### src/rtl/addr_gen_ind.sv
// Program counter update unit plus indirect-pointer resolver for a 65xx-style core.
// Walks a 2- or 3-byte pointer in bank 0, then forms the indexed effective address.
module addr_gen_ind #(
    parameter int PCW = 16,
    parameter int BW  = 8,
    parameter int IW  = 16
) (
    input  logic            CLK,
    input  logic            RST_N,
    input  logic            EN,
    input  logic [2:0]      LOAD_PC,
    input  logic            GOT_INT,
    input  logic [7:0]      D_IN,
    input  logic [7:0]      DR,
    input  logic [IW-1:0]   X,
    input  logic [IW-1:0]   Y,
    input  logic [15:0]     D,
    input  logic [BW-1:0]   DBR,
    input  logic            E6502,
    input  logic            PTR_START,
    input  logic [1:0]      PTR_IDX,
    input  logic            PTR_LONG,
    input  logic            MEM_ACK,
    output logic            MEM_REQ,
    output logic [15:0]     MEM_ADDR,
    output logic [PCW-1:0]  PC,
    output logic [BW+15:0]  EA,
    output logic            EA_VALID,
    output logic            BUSY,
    output logic            PAGE_CROSS,
    output logic            JUMP_NOFL
);

    localparam int EAW = BW + 16;

    typedef enum logic [2:0] {
        IDLE,
        FETCH_LO,
        FETCH_HI,
        FETCH_BK,
        INDEX,
        DONE
    } state_t;

    state_t          state_q, state_d;
    logic [PCW-1:0]  pc_q, pc_d;
    logic [15:0]     ptr_q, ptr_d;
    logic            page_q, page_d;
    logic            long_q, long_d;
    logic [1:0]      idx_sel_q, idx_sel_d;
    logic [7:0]      lo_q, lo_d;
    logic [7:0]      hi_q, hi_d;
    logic [BW-1:0]   bank_q, bank_d;
    logic [EAW-1:0]  ea_q, ea_d;
    logic            cross_q, cross_d;

    logic [PCW-1:0]  pc_rel8;
    logic [IW-1:0]   idx_raw;
    logic [EAW-1:0]  idx_ext;
    logic [8:0]      lo_sum;
    logic [15:0]     fetch_off;

    assign pc_rel8   = pc_q + {{(PCW-8){DR[7]}}, DR};
    assign JUMP_NOFL = (LOAD_PC == 3'b100) && (pc_q[8] == pc_rel8[8]);

    always_comb begin
        pc_d = pc_q;
        if (EN) begin
            case (LOAD_PC)
                3'b001:         if (!GOT_INT) pc_d = pc_q + PCW'(1);
                3'b010:         pc_d = PCW'({D_IN, DR});
                3'b011, 3'b101: pc_d = pc_q + PCW'({D_IN, DR});
                3'b100:         pc_d = pc_rel8;
                3'b110:         pc_d = PCW'(ea_q[15:0]);
                3'b111:         pc_d = pc_q - PCW'(3);
                default:        pc_d = pc_q;
            endcase
        end
    end

    // In emulation mode only the low index byte takes part in the sum.
    always_comb begin
        case (idx_sel_q)
            2'b01:   idx_raw = X;
            2'b10:   idx_raw = Y;
            default: idx_raw = '0;
        endcase
        idx_ext = E6502 ? EAW'(idx_raw[7:0]) : EAW'(idx_raw);
        lo_sum  = {1'b0, lo_q} + {1'b0, idx_raw[7:0]};
    end

    always_comb begin
        case (state_q)
            FETCH_HI: fetch_off = 16'd1;
            FETCH_BK: fetch_off = 16'd2;
            default:  fetch_off = 16'd0;
        endcase
    end

    // Direct page at a page boundary in emulation mode wraps within the page.
    assign MEM_ADDR = page_q ? {ptr_q[15:8], ptr_q[7:0] + fetch_off[7:0]}
                             : ptr_q + fetch_off;
    assign MEM_REQ  = (state_q == FETCH_LO) || (state_q == FETCH_HI) || (state_q == FETCH_BK);
    assign EA_VALID = (state_q == DONE);
    assign BUSY     = (state_q != IDLE);
    assign PC         = pc_q;
    assign EA         = ea_q;
    assign PAGE_CROSS = cross_q;

    always_comb begin
        state_d   = state_q;
        ptr_d     = ptr_q;
        page_d    = page_q;
        long_d    = long_q;
        idx_sel_d = idx_sel_q;
        lo_d      = lo_q;
        hi_d      = hi_q;
        bank_d    = bank_q;
        ea_d      = ea_q;
        cross_d   = cross_q;
        if (EN) begin
            case (state_q)
                IDLE: begin
                    if (PTR_START) begin
                        page_d    = E6502 && (D[7:0] == 8'h00);
                        ptr_d     = (E6502 && (D[7:0] == 8'h00)) ? {D[15:8], D_IN}
                                                                 : D + {8'h00, D_IN};
                        long_d    = PTR_LONG;
                        idx_sel_d = PTR_IDX;
                        state_d   = FETCH_LO;
                    end
                end
                FETCH_LO: begin
                    if (MEM_ACK) begin
                        lo_d    = D_IN;
                        state_d = FETCH_HI;
                    end
                end
                FETCH_HI: begin
                    if (MEM_ACK) begin
                        hi_d = D_IN;
                        if (long_q) begin
                            state_d = FETCH_BK;
                        end else begin
                            bank_d  = DBR;
                            state_d = INDEX;
                        end
                    end
                end
                FETCH_BK: begin
                    if (MEM_ACK) begin
                        bank_d  = D_IN[BW-1:0];
                        state_d = INDEX;
                    end
                end
                INDEX: begin
                    ea_d    = {bank_q, hi_q, lo_q} + idx_ext;
                    cross_d = lo_sum[8];
                    state_d = DONE;
                end
                DONE:    state_d = IDLE;
                default: state_d = IDLE;
            endcase
        end
    end

    always_ff @(posedge CLK or negedge RST_N) begin
        if (!RST_N) begin
            state_q   <= IDLE;
            pc_q      <= '0;
            ptr_q     <= '0;
            page_q    <= 1'b0;
            long_q    <= 1'b0;
            idx_sel_q <= 2'b00;
            lo_q      <= '0;
            hi_q      <= '0;
            bank_q    <= '0;
            ea_q      <= '0;
            cross_q   <= 1'b0;
        end else begin
            state_q   <= state_d;
            pc_q      <= pc_d;
            ptr_q     <= ptr_d;
            page_q    <= page_d;
            long_q    <= long_d;
            idx_sel_q <= idx_sel_d;
            lo_q      <= lo_d;
            hi_q      <= hi_d;
            bank_q    <= bank_d;
            ea_q      <= ea_d;
            cross_q   <= cross_d;
        end
    end

endmodule

### config.mk
export PLATFORM = sky130hd
export DESIGN_NAME = addr_gen_ind
export DESIGN_NICKNAME = d
export VERILOG_FILES = /design/src/rtl/addr_gen_ind.sv
export SDC_FILE = /design/constraint.sdc
export NUM_CORES = 1
export LEC_CHECK = 0
export ABC_AREA = 1
export CORE_MARGIN = 3
export CORE_UTILIZATION = 45
export DETAILED_ROUTE_END_ITERATION = 10
export PLACE_DENSITY = 0.8
export SLEW_MARGIN = 20
export SYNTH_ARGS = -nofsm -noshare
export SYNTH_HDL_FRONTEND = slang
export SYNTH_SLANG_ARGS = --single-unit
### constraint.sdc
create_clock -name CLK -period 4.5 [get_ports CLK]
set_input_delay 0.9 -clock CLK [delete_from_list [all_inputs] [get_ports CLK]]
set_output_delay 0.9 -clock CLK [all_outputs]
set_load 0.05 [all_outputs]
* Word level (Yosys, flattened, before mapping)
Index checks and enable logic that the tools add are counted.
** Cells by class
- Add/sub/neg operators :: 9
- Equal/unequal tests :: 21
- Muxes and demuxes :: 17
- Reductions and logical operators :: 17
** Operators by type and width (count)
- 16-bit case mux with 6 select lines :: 1
- 16-bit 2-to-1 mux :: 4
- 16-bit adder :: 3
- 16-bit case mux with 2 select lines :: 1
- 24-bit by 16-bit adder with 24-bit output :: 1
- 8-bit 2-to-1 mux :: 3
- 3-bit == test, second input constant :: 6
- 16-bit by 1-bit adder with 16-bit output, second input constant :: 1
- 16-bit by 8-bit adder with 16-bit output :: 1
- 8-bit case mux with 2 select lines :: 1
- 16-bit by 2-bit subtractor with 16-bit output, second input constant :: 1
- 3-bit 2-to-1 mux :: 5
- 3-bit case mux with 5 select lines :: 1
- 3-bit by 2-bit == test with 1-bit output, second input constant :: 4
- 2-bit inequality test, second input constant :: 6
- 3-bit AND reduction :: 4
- 5-bit AND reduction :: 2
- 8-bit by 8-bit adder with 9-bit output :: 1
- 8-bit adder :: 1
- 8-bit logical NOT :: 1
- 3-bit by 1-bit == test with 1-bit output, second input constant :: 2
- 6-bit nonzero test :: 1
- 2-bit case mux with 2 select lines :: 1
- 3-bit logical NOT :: 1
- other kinds (9) :: 11
** Storage, ports and cells
- Register bits :: 88
- Output and inout port bits :: 61
- Logic and storage cells :: 75

* Logic depth before layout (Yosys ltp)
Gate-level depths: netlist of run 1.
- Depth after elaboration :: 4
- Depth in mapped cells :: 23

* Least setup slack after synthesis of run 1
Ideal clock, no wire load.
- Kind :: input to output
- Start :: in DR[0]
- End :: out JUMP_NOFL
- Arrival time :: 2.834 ns
- Data required time :: 3.600 ns
- Setup slack :: 0.766 ns
- Stages :: 9
- Buffers on the path :: 0
- Path through :: ha_1 > fa_1 > nand3_1 > nand2_1 > nand3_1 > nand2_1 > xor2_1 > o21ai_0 > a21oi_1
** On the way
- Word-level cells in the longest chain between the ends :: 3
** RTL lines
- start, declared :: RTL line 14 : input logic [7:0] DR,
- 16-bit adder :: RTL line 63 : assign pc_rel8 = pc_q + {{(PCW-8){DR[7]}}, DR};
- 1-bit == test :: RTL line 64 : assign JUMP_NOFL = (LOAD_PC == 3'b100) && (pc_q[8] == pc_rel8[8]);
- 1-bit logical AND :: RTL line 64
- end, declared :: RTL line 31 : output logic JUMP_NOFL
Every way passes these cells.

* Worst setup path after layout of run 1
- Start :: reg state_q[2]
- End :: out MEM_ADDR[11]
** On the way
- Word-level cells in the longest chain between the ends :: 4
** RTL lines
- start, declared :: RTL line 45 : state_t state_q, state_d;
- start signal, assigned :: RTL line 181 : state_q <= state_d;
- 3-bit by 2-bit == test with 1-bit output :: RTL line 93 : case (state_q)
- 2-bit case mux with 2 select lines * :: RTL line 93
- 16-bit adder * :: RTL line 102 : : ptr_q + fetch_off;
- 16-bit 2-to-1 mux * :: RTL line 101 : assign MEM_ADDR = page_q ? {ptr_q[15:8], ptr_q[7:0] + fetch_off[7:0]}
- end, declared :: RTL line 25 : output logic [15:0] MEM_ADDR,
Every way passes the cells marked *; elsewhere a longest branch is shown, timed or not.

==> results.json, run 1 <==
{
  "drtAntennaViolNets": 0,
  "clk_latency_ns": 0.36,
  "synth-seq-cells": 88,
  "crit_type": "register to primary output",
  "wire_per_inst_um": 16.3,
  "cts_buffer_depth": 2,
  "io_pins": 146,
  "die_w_um": 141,
  "vias": 8888,
  "stdcell_count": 1627,
  "cts-root-buf": "clkbuf_16",
  "skew_ns": 0.0109,
  "grt_pass1_vias": 8452,
  "grt_first_pass_wirelength_um": 42800,
  "endpoint_kind": "primary output",
  "antenna_found_initial": 0,
  "diodes": 0,
  "hold_class": "register to register",
  "status": "finished clean",
  "max_freq_mhz": 233,
  "leakagePower_nw": 5.06,
  "synthTopCellsByArea": "dfrtp_1, nand2_1, ha_1, inv_1, o21ai_0",
  "grt_max_degree": 63,
  "rsz0062_at_grt": "false",
  "synth_area_um2": 8180,
  "worstPathRequired_ns": 3.60,
  "fp.dieArea_um2": 19800,
  "place_congestion": 0.952,
  "wl_um": 26600,
  "row_count": 48,
  "period_needed_ns": 4.29,
  "grt_use_met3_pct": 4.04,
  "drc": 0,
  "htree_levels": 3,
  "core_um2": 17500,
  "setup-tns-final_ns": 0,
  "avgSynthCellArea_um2": 6.50,
  "clkTransAtPathRegs_ns": 0.07,
  "drv_slew": 0,
  "yosys_warnings": 0,
  "floorplan.initialDensity_pct": 46.6,
  "dr.pass1.iters": 5,
  "yosys.area.top_type": "dfrtp_1",
  "synth-edff-count": 0,
  "cts_buffers": 9,
  "grt-ovfl-total": 0,
  "track_usage_pct": 26.8,
  "nets": 1546,
  "critPathMaxFanout": 11,
  "drive_above_1_share_pct": 3.85,
  "timing.rr.start": "idx_sel_q[0]",
  "async_flop_share_pct": 100,
  "busiest_layer": "met2",
  "syn_to_final_growth_pct": 24.4,
  "power.density_nw_per_um2": 613,
  "maxCapViolCount": 0,
  "cts_num_sinks": 88,
  "viasPerCell": 5.46,
  "relSlewSlack_pct": 28.7,
  "start_kind": "register",
  "worst_slew_pin_slew_ns": 1.07,
  "seq_area_frac_synth_pct": 26.9,
  "dieHeight_um": 141,
  "setup-violations-final": 0,
  "use_met2_pct": 42.7,
  "drtIter0Drc": 718,
  "vdd_ir_drop_max_uv": 453,
  "worstHoldStart": "EA[17]",
  "synth_cells": 1259,
  "synth_nets": 1408,
  "synth_top_cell_area_share_pct": 26.9,
  "synthFlopType": "dfrtp_1",
  "arrival_ns": 3.39,
  "min_period_over_period_pct": 95.4,
  "portBuffers": 145,
  "startpoint": "state_q[2]",
  "tritoncts": "built",
  "placed_cells": 1611,
  "final_hold_viol_count": 0,
  "hpwl_um": 21100,
  "cts_hold_buf": 0,
  "grt_util_met1_pct": 36.2,
  "yosysUniqueCellTypes": 48
}
[cells by family after synthesis]
logic type / Yosys count / synth area share, %
and+or+nand+nor: 646 / 33.6
adders and majority gates: 64 / 10.3
xor gates and xnor gates: 38 / 4.07
buffers and inverters: 176 / 8.34
DFF: 88 / 26.9
AOI/OAI and AO/OA: 247 / 16.8
[synthesized netlist by cell type, types with 5 or more instances]
cell,n
xnor2_1,14
o21ai_0,104
a21oi_1,84
a21o_1,5
clkbuf_1,17
buf_2,11
a22oi_1,8
nor3_1,28
o22ai_1,10
nand3b_1,5
nand3_1,96
or2_2,5
xor2_1,24
ha_1,59
dfrtp_1,88
o21bai_1,11
inv_1,142
fa_1,5
nand2_1,382
nor2_1,91
nand4_1,16
[path summary, 6_finish.rpt]
path                                 to  depth (start not counted)  slack, ns
max reg2reg                      EA[22]                         13       1.22
min                              EA[17]                          2       0.48
max                        MEM_ADDR[11]                         11       0.21
max in group asynchronous        PC[10]                          2       2.96
min reg2reg                      EA[17]                          2       0.48
min in group asynchronous        EA[22]                          1       0.63
[layout by cell type, fill, tap and decap left out, drive strengths merged, types with 15 or more instances in the layout]
| cell type | n |
|---|---|
| nand2 | 384 |
| a21oi | 84 |
| nor2 | 96 |
| clkdlybuf4s50 | 138 |
| nor3 | 31 |
| nand3 | 97 |
| buf | 15 |
| o21ai | 108 |
| xor2 | 24 |
| dfrtp | 88 |
| inv | 146 |
| nand4 | 17 |
| ha | 59 |
[per-layer routing]
| layer | part of all wire (%) | vias up |
|---|---|---|
| met2 | 45 | 348 |
| met4 | 3.9 | 0 |
| met3 | 6.8 | 57 |
| met1 | 45 | 4034 |
| met5 | 0 | - |
| li1 | - | 4449 |
[power breakdown]
| part | internal (mW) | switching [mW] | leakage (nW) | total, mW |
|---|---|---|---|---|
| clock network | 0.394 | 0.344 | 0.134 | 0.738 |
| logic | 1.34 | 2.61 | 3.83 | 3.95 |
| registers | 1.14 | 0.397 | 1.10 | 1.54 |
| total | 2.88 | 3.35 | 5.06 | 6.23 |
[area by class of cell]
type | instances | area [um^2]
Inverter | 146 | 548
Timing Repair Buffer | 157 | 1560
Fill cell | 1704 | 7370
Tap cell | 225 | 282
Sequential cell | 88 | 2200
Clock buffer | 11 | 243
Multi-Input combinational cell | 995 | 5300
Clock inverter | 5 | 40.0
[worst max-delay path: stages, from the launching register on]
cell and delay (ns):
dfrtp_1 0.44, nor2_1 0.17, inv_1 0.18, nor2_4 0.26
ha_1 0.20, a21oi_1 0.05, nor2_2 0.15, nand4_2 0.11
or2_4 0.27, nor3_4 0.18, xor2_1 0.19, clkdlybuf4s50_1 0.83
[repair_timing]
action | CTS | global route
setup endpoints to repair | 0 | 6
buffers inserted | 0 | 0
resized for setup | 0 | 5
[sequential cells by signal, summed over array words and instances, names as in the netlist]
signal	cells
EA	24
PAGE_CROSS	1
PC	16
bank_q	8
hi_q	8
idx_sel_q	2
lo_q	8
long_q	1
page_q	1
ptr_q	16
state_q	3
[per-stage QoR]
step | power [mW] | area [um^2] | hold slack (ns) | setup WS (ns) | utilization, %
2_1_floorplan | 4.19 | 8180 | 0.449 | 0.766 | -
3_3_place_gp | 5.40 | 9870 | 0.467 | 0.526 | 56.3
3_5_place_dp | 5.44 | 9870 | 0.466 | 0.423 | 56.3
4_1_cts | 6.21 | 10200 | 0.487 | 0.0262 | 57.9
5_1_grt | 6.69 | 10200 | 0.508 | 0.00450 | 58.0
6_report | 6.23 | 10200 | 0.483 | 0.209 | 58.0
Note: power is estimated with default switching activity, not from simulation.
==> run 2, diff against run 1 <==
- CTS_CLUSTER_SIZE: default -> 12
- GPL_TIMING_DRIVEN: default -> 0
==> run 2 against run 1 <==
Net effect:
- clock-buffer cell count fell by 1
- final area rose by 0.54%
- clock skew fell by 0.0033 ns
- cell count rose by 1.2%
- largest power group unchanged
==> results.json, run 2 (synthesized netlist as in run 1, its figures left out) <==
{
  "r2r_end": "EA[22]",
  "cts_hold_buf": 0,
  "worstPathRequired_ns": 3.60,
  "leakagePower_nw": 5.09,
  "hpwl_um": 21200,
  "clk_latency_ns": 0.35,
  "crit_type": "register to primary output",
  "cts_buffers": 9,
  "arrival_ns": 3.41,
  "relSlewSlack_pct": 56.4,
  "multi_input_area_um2": 5290,
  "fp.dieArea_um2": 19800,
  "critPathMaxFanout": 10,
  "vias": 9047,
  "cts_num_sinks": 88,
  "setup.reg_to_reg.worst_slack_ns": 1.11,
  "largest_reg_flops": 24,
  "drc": 0,
  "place_congestion": 0.973,
  "fin_util_pct": 58.3,
  "dieHeight_um": 141,
  "syn_to_final_growth_pct": 25.0,
  "worst_slew_pin_slew_ns": 0.654,
  "grt-ovfl-total": 0,
  "tritoncts": "built",
  "grt_max_degree": 59,
  "core_um2": 17500,
  "timing.rr.start": "idx_sel_q[0]",
  "row_count": 48,
  "clkTransAtPathRegs_ns": 0.07,
  "htree_levels": 3,
  "antenna_found_initial": 0,
  "drtIter0Drc": 773,
  "diodes": 0,
  "floorplan.initialDensity_pct": 46.6,
  "final_cell_mix": "nand2_1, inv_1, clkdlybuf4s50_1",
  "io_pins": 146,
  "stdcell_area_um2": 10200,
  "drtAntennaViolNets": 0,
  "nets": 1565,
  "cts-root-buf": "clkbuf_16",
  "stdcell_count": 1646,
  "crit_end": "MEM_ADDR[8]",
  "die_w_um": 141,
  "setup-tns-final_ns": 0,
  "grt_first_pass_wirelength_um": 42000,
  "placed_area_um2": 9940,
  "rsz0062_at_grt": "false",
  "max_freq_mhz": 232,
  "fill_cells": 1713,
  "portBuffers": 145,
  "drv_slew": 0,
  "wl_um": 26500,
  "r2r_cells": 15,
  "startpoint": "state_q[2]",
  "period_needed_ns": 4.31,
  "placed_cells": 1630,
  "hold_class": "input port to async pin",
  "setup-violations-final": 0,
  "status": "finished clean",
  "wire_per_inst_um": 16.1,
  "power.density_nw_per_um2": 611,
  "seq_area_um2": 2200,
  "maxCapViolCount": 0,
  "min_period_over_period_pct": 95.9,
  "cts_buffer_depth": 2,
  "track_usage_pct": 26.1,
  "vdd_ir_drop_max_uv": 465,
  "dr.pass1.iters": 5,
  "viasPerCell": 5.50,
  "final_hold_viol_count": 0,
  "skew_ns": 0.00764,
  "endpoint_kind": "primary output",
  "layout_commonest_cell": "nand2_1",
  "grt_pass1_vias": 8265,
  "drive_above_1_share_pct": 4.01,
  "start_kind": "register"
}
-- run 2: changes by cell type in the layout (fill, tap and decap cells not counted), moves of 3 or more --
cell             before  now
buf_2                 0   11
clkbuf_1              1   18
clkbuf_2              0    3
dlygate4sd2_1         0    3
clkdlybuf4s50_1     138  135
buf_4                14    2
-- run 2: worst max-delay path, stage by stage, from the launching register on --
cell,delay [ns]
dfrtp_1,0.45
nor2_1,0.18
inv_1,0.07
buf_2,0.18
nor2_2,0.32
fa_1,0.32
nand4_1,0.16
nor3_1,0.30
nand2_1,0.11
xor2_1,0.15
clkdlybuf4s50_1,0.82
-- run 2: cell type report --
cell class | instances | area share, %
Timing Repair Buffer | 146 | 14.4
Sequential cell | 88 | 21.5
Multi-Input combinational cell | 995 | 51.8
Buffer | 30 | 1.31
Clock inverter | 6 | 0.661
Clock buffer | 10 | 2.24
Inverter | 146 | 5.36
Tap cell | 225 | 2.75
-- run 2: through the flow --
| step | power (mW) | hold slack (ns) | worst slack, ns |
|---|---|---|---|
| 2_1_floorplan | 4.19 | 0.449 | 0.766 |
| 3_3_place_gp | 5.39 | 0.469 | -0.775 |
| 3_5_place_dp | 5.44 | 0.469 | -0.307 |
| 4_1_cts | 6.23 | 0.427 | 0.0407 |
| 5_1_grt | 6.69 | 0.439 | 0.0112 |
| 6_report | 6.24 | 0.418 | 0.186 |
-- run 2: worst min-delay path by stage --
stage | from | to | slack [ns] | cells past startpoint
global placement | EA[20] | EA[20] | 0.47 | 2
global route | RST_N | EA[20] | 0.44 | 1
floorplan | long_q | long_q | 0.45 | 2
detailed placement | PAGE_CROSS | PAGE_CROSS | 0.47 | 2
finish | RST_N | EA[20] | 0.42 | 1
CTS | RST_N | EA[22] | 0.43 | 1
-- run 2: power by group --
group | switching [mW] | internal [mW] | total, mW
clock | 0.341 | 0.433 | 0.774
combinational | 2.60 | 1.34 | 3.94
sequential | 0.385 | 1.14 | 1.53
total | 3.33 | 2.92 | 6.24
-- run 2: what timing repair did --
action                                  4_1_cts  5_1_grt
resized for setup                             6        9
hold endpoints to repair                      0        0
endpoints found under the setup margin        5        6
buffers inserted                              0        0
-- run 2: layer usage --
layer,GRT usage [%],routed length (um)
met5,0,0
met3,3.43,1780
met4,9.33,789
met1,34.8,11500
met2,43.7,12400
==> run 3, diff against run 2 <==
- CELL_PAD_IN_SITES_DETAIL_PLACEMENT: default -> 0
- CELL_PAD_IN_SITES_GLOBAL_PLACEMENT: default -> 1
- CORE_UTILIZATION: 45 -> 41
- PLACE_DENSITY: 0.8 -> 0.95
==> run 3 against run 2 <==
Net effect:
- routed wire length rose by 4.5%
- flip-flop and latch count did not move
- critical path depth up 1
- die area increased by 9.3%
- cell count up 2.4%
- worst setup slack gained 0.050 ns
- sequential share of layout area fell by 0.15 points
- clock skew up 0.0018 ns
==> results.json, run 3 (synthesized netlist as in run 1, its figures left out) <==
{
  "status": "finished clean",
  "worst_path_max_delay_cell": "clkdlybuf4s50_1",
  "io_pins": 146,
  "core_um2": 19500,
  "swShare_pct": 53.2,
  "skew_ns": 0.00947,
  "wl_um": 27700,
  "largest_reg_flops": 24,
  "fp.dieArea_um2": 21700,
  "cp_num_buf_inv": 3,
  "row_count": 51,
  "dp_slack_ns": -0.463,
  "die_w_um": 147,
  "relSlewSlack_pct": 52.2,
  "rsz0062_at_grt": "false",
  "cts_hold_buf": 0,
  "worst_slew_pin_slew_ns": 0.714,
  "portBuffers": 145,
  "cts_num_sinks": 88,
  "setup-violations-final": 0,
  "diodes": 0,
  "grt_first_pass_wirelength_um": 44500,
  "max_freq_mhz": 235,
  "setup.reg_to_reg.worst_slack_ns": 1.04,
  "crit_top_cell": "nor2_2",
  "worstPathRequired_ns": 3.60,
  "power.share.clock_pct": 13.1,
  "clk_latency_ns": 0.36,
  "final_hold_viol_count": 0,
  "power_frac_seq_pct": 24.3,
  "cp_cell_sequence": "nor2_1, inv_1, buf_2, nor2_2, ha_1, a21oi_1, nor2_2, nand4_2, or2_4, xor2_1, clkdlybuf4s50_1",
  "htree_levels": 3,
  "leakagePower_nw": 5.12,
  "drtIter0Drc": 758,
  "use_met2_pct": 41.5,
  "arrival_ns": 3.36,
  "syn_to_final_growth_pct": 25.9,
  "dr.pass1.iters": 6,
  "cts_buffers": 9,
  "hpwl_um": 22300,
  "drtAntennaViolNets": 0,
  "vias": 8920,
  "crit_family": "simple AND/OR/NAND/NOR gates",
  "grt_util_met1_pct": 35.9,
  "floorplan.initialDensity_pct": 41.9,
  "viasPerCell": 5.29,
  "final_cell_mix": "nand2_1, inv_1, clkdlybuf4s50_1",
  "critPathMaxFanout": 10,
  "nets": 1565,
  "setup_ws_ns": 0.237,
  "busiest_layer": "met2",
  "crit_type": "register to primary output",
  "period_needed_ns": 4.26,
  "grt_use_met3_pct": 3.82,
  "layout_commonest_cell": "nand2_1",
  "timing.rr.start": "idx_sel_q[0]",
  "cp_slowest_stage_delay_ns": 0.83,
  "drive_above_1_share_pct": 4.15,
  "grt_max_degree": 67,
  "drc": 0,
  "holdWs_ns": 0.394,
  "drv_slew": 0,
  "cts_buffer_depth": 2,
  "hold_class": "input port to async pin",
  "total_power_mw": 6.31,
  "dieHeight_um": 147,
  "tritoncts": "built",
  "min_period_over_period_pct": 94.7,
  "endpoint_kind": "primary output",
  "grt_pass1_vias": 8482,
  "setup-tns-final_ns": 0,
  "start_kind": "register",
  "grt-ovfl-total": 0,
  "track_usage_pct": 25.5,
  "pwr-share-comb_pct": 62.7,
  "wire_per_inst_um": 16.4,
  "p_int_mw": 2.95,
  "antenna_found_initial": 1,
  "vdd_ir_drop_max_uv": 390,
  "cts-root-buf": "clkbuf_16",
  "power.density_nw_per_um2": 613,
  "maxCapViolCount": 0,
  "p_sw_mw": 3.36,
  "clkTransAtPathRegs_ns": 0.07,
  "place_congestion": 0.915,
  "r2r_cells": 14,
  "r2r_end": "EA[22]"
}
run 3: changes by cell type in the layout (fill, tap and decap cells not counted):
| cell | delta |
|---|---|
| clkbuf_2 | +1 |
| clkbuf_1 | -1 |
| clkinv_4 | +1 |
| clkdlybuf4s15_1 | +1 |
| clkdlybuf4s50_1 | -1 |
| dlygate4sd2_1 | -2 |
| inv_6 | -1 |
| dlymetal6s2s_1 | +1 |
| clkinvlp_4 | -2 |
| clkbuf_8 | +2 |
| inv_8 | +1 |
run 3: how the worst max path moves through the flow:
stage | startpoint | end | slack (ns) | depth (start not counted)
after floorplan | DR[0] | JUMP_NOFL | 0.77 | 9
after global placement | RST_N | EA[18] | -0.83 | 1
after detailed placement | DR[7] | JUMP_NOFL | -0.46 | 10
after CTS | state_q[2] | MEM_ADDR[11] | 0.03 | 12
after global routing | state_q[2] | MEM_ADDR[15] | 0.02 | 14
final | state_q[2] | MEM_ADDR[7] | 0.24 | 11
run 3: cell type report:
type	count	area, um^2
clock buffer	11	253
tap	265	332
sequential	88	2200
multi-input combinational	995	5290
clock inverter	5	63.8
buffer	30	134
fill	1977	9230
timing repair buffer	146	1470
inverter	146	548
run 3: power groups by stage:
| stage | Clock, mW | Sequential [mW] | Combinational (mW) |
|---|---|---|---|
| 2_1_floorplan | 0 | 1.95 | 2.24 |
| 3_5_place_dp | 0 | 1.54 | 3.93 |
| 4_1_cts | 0.832 | 1.53 | 3.95 |
| 6_report | 0.824 | 1.53 | 3.96 |
| 5_1_grt | 0.868 | 1.57 | 4.34 |
| 3_3_place_gp | 0 | 1.54 | 3.89 |
run 3: metal layers:
layer  wire [um]  vias up  part of all wire, %
met1       12800     4091                   46
li1            -     4505                    -
met5          13        -                0.047
met3        1740       30                  6.3
met4         427        2                  1.5
met2       12700      292                   46
run 3: stage by stage:
| step | utilization [%] | std cells | cell area (um^2) |
|---|---|---|---|
| floorplan | - | 1259 | 8180 |
| global placement | 51.0 | 1669 | 9960 |
| detailed placement | 51.2 | 1670 | 9990 |
| CTS | 52.7 | 1686 | 10300 |
| global route | 52.7 | 1686 | 10300 |
| finish | 52.7 | 1686 | 10300 |
run 3: what timing repair did:
item / CTS / global route
setup buffers: 0 / 0
endpoints found under the setup margin: 5 / 9
gates resized for setup: 6 / 13
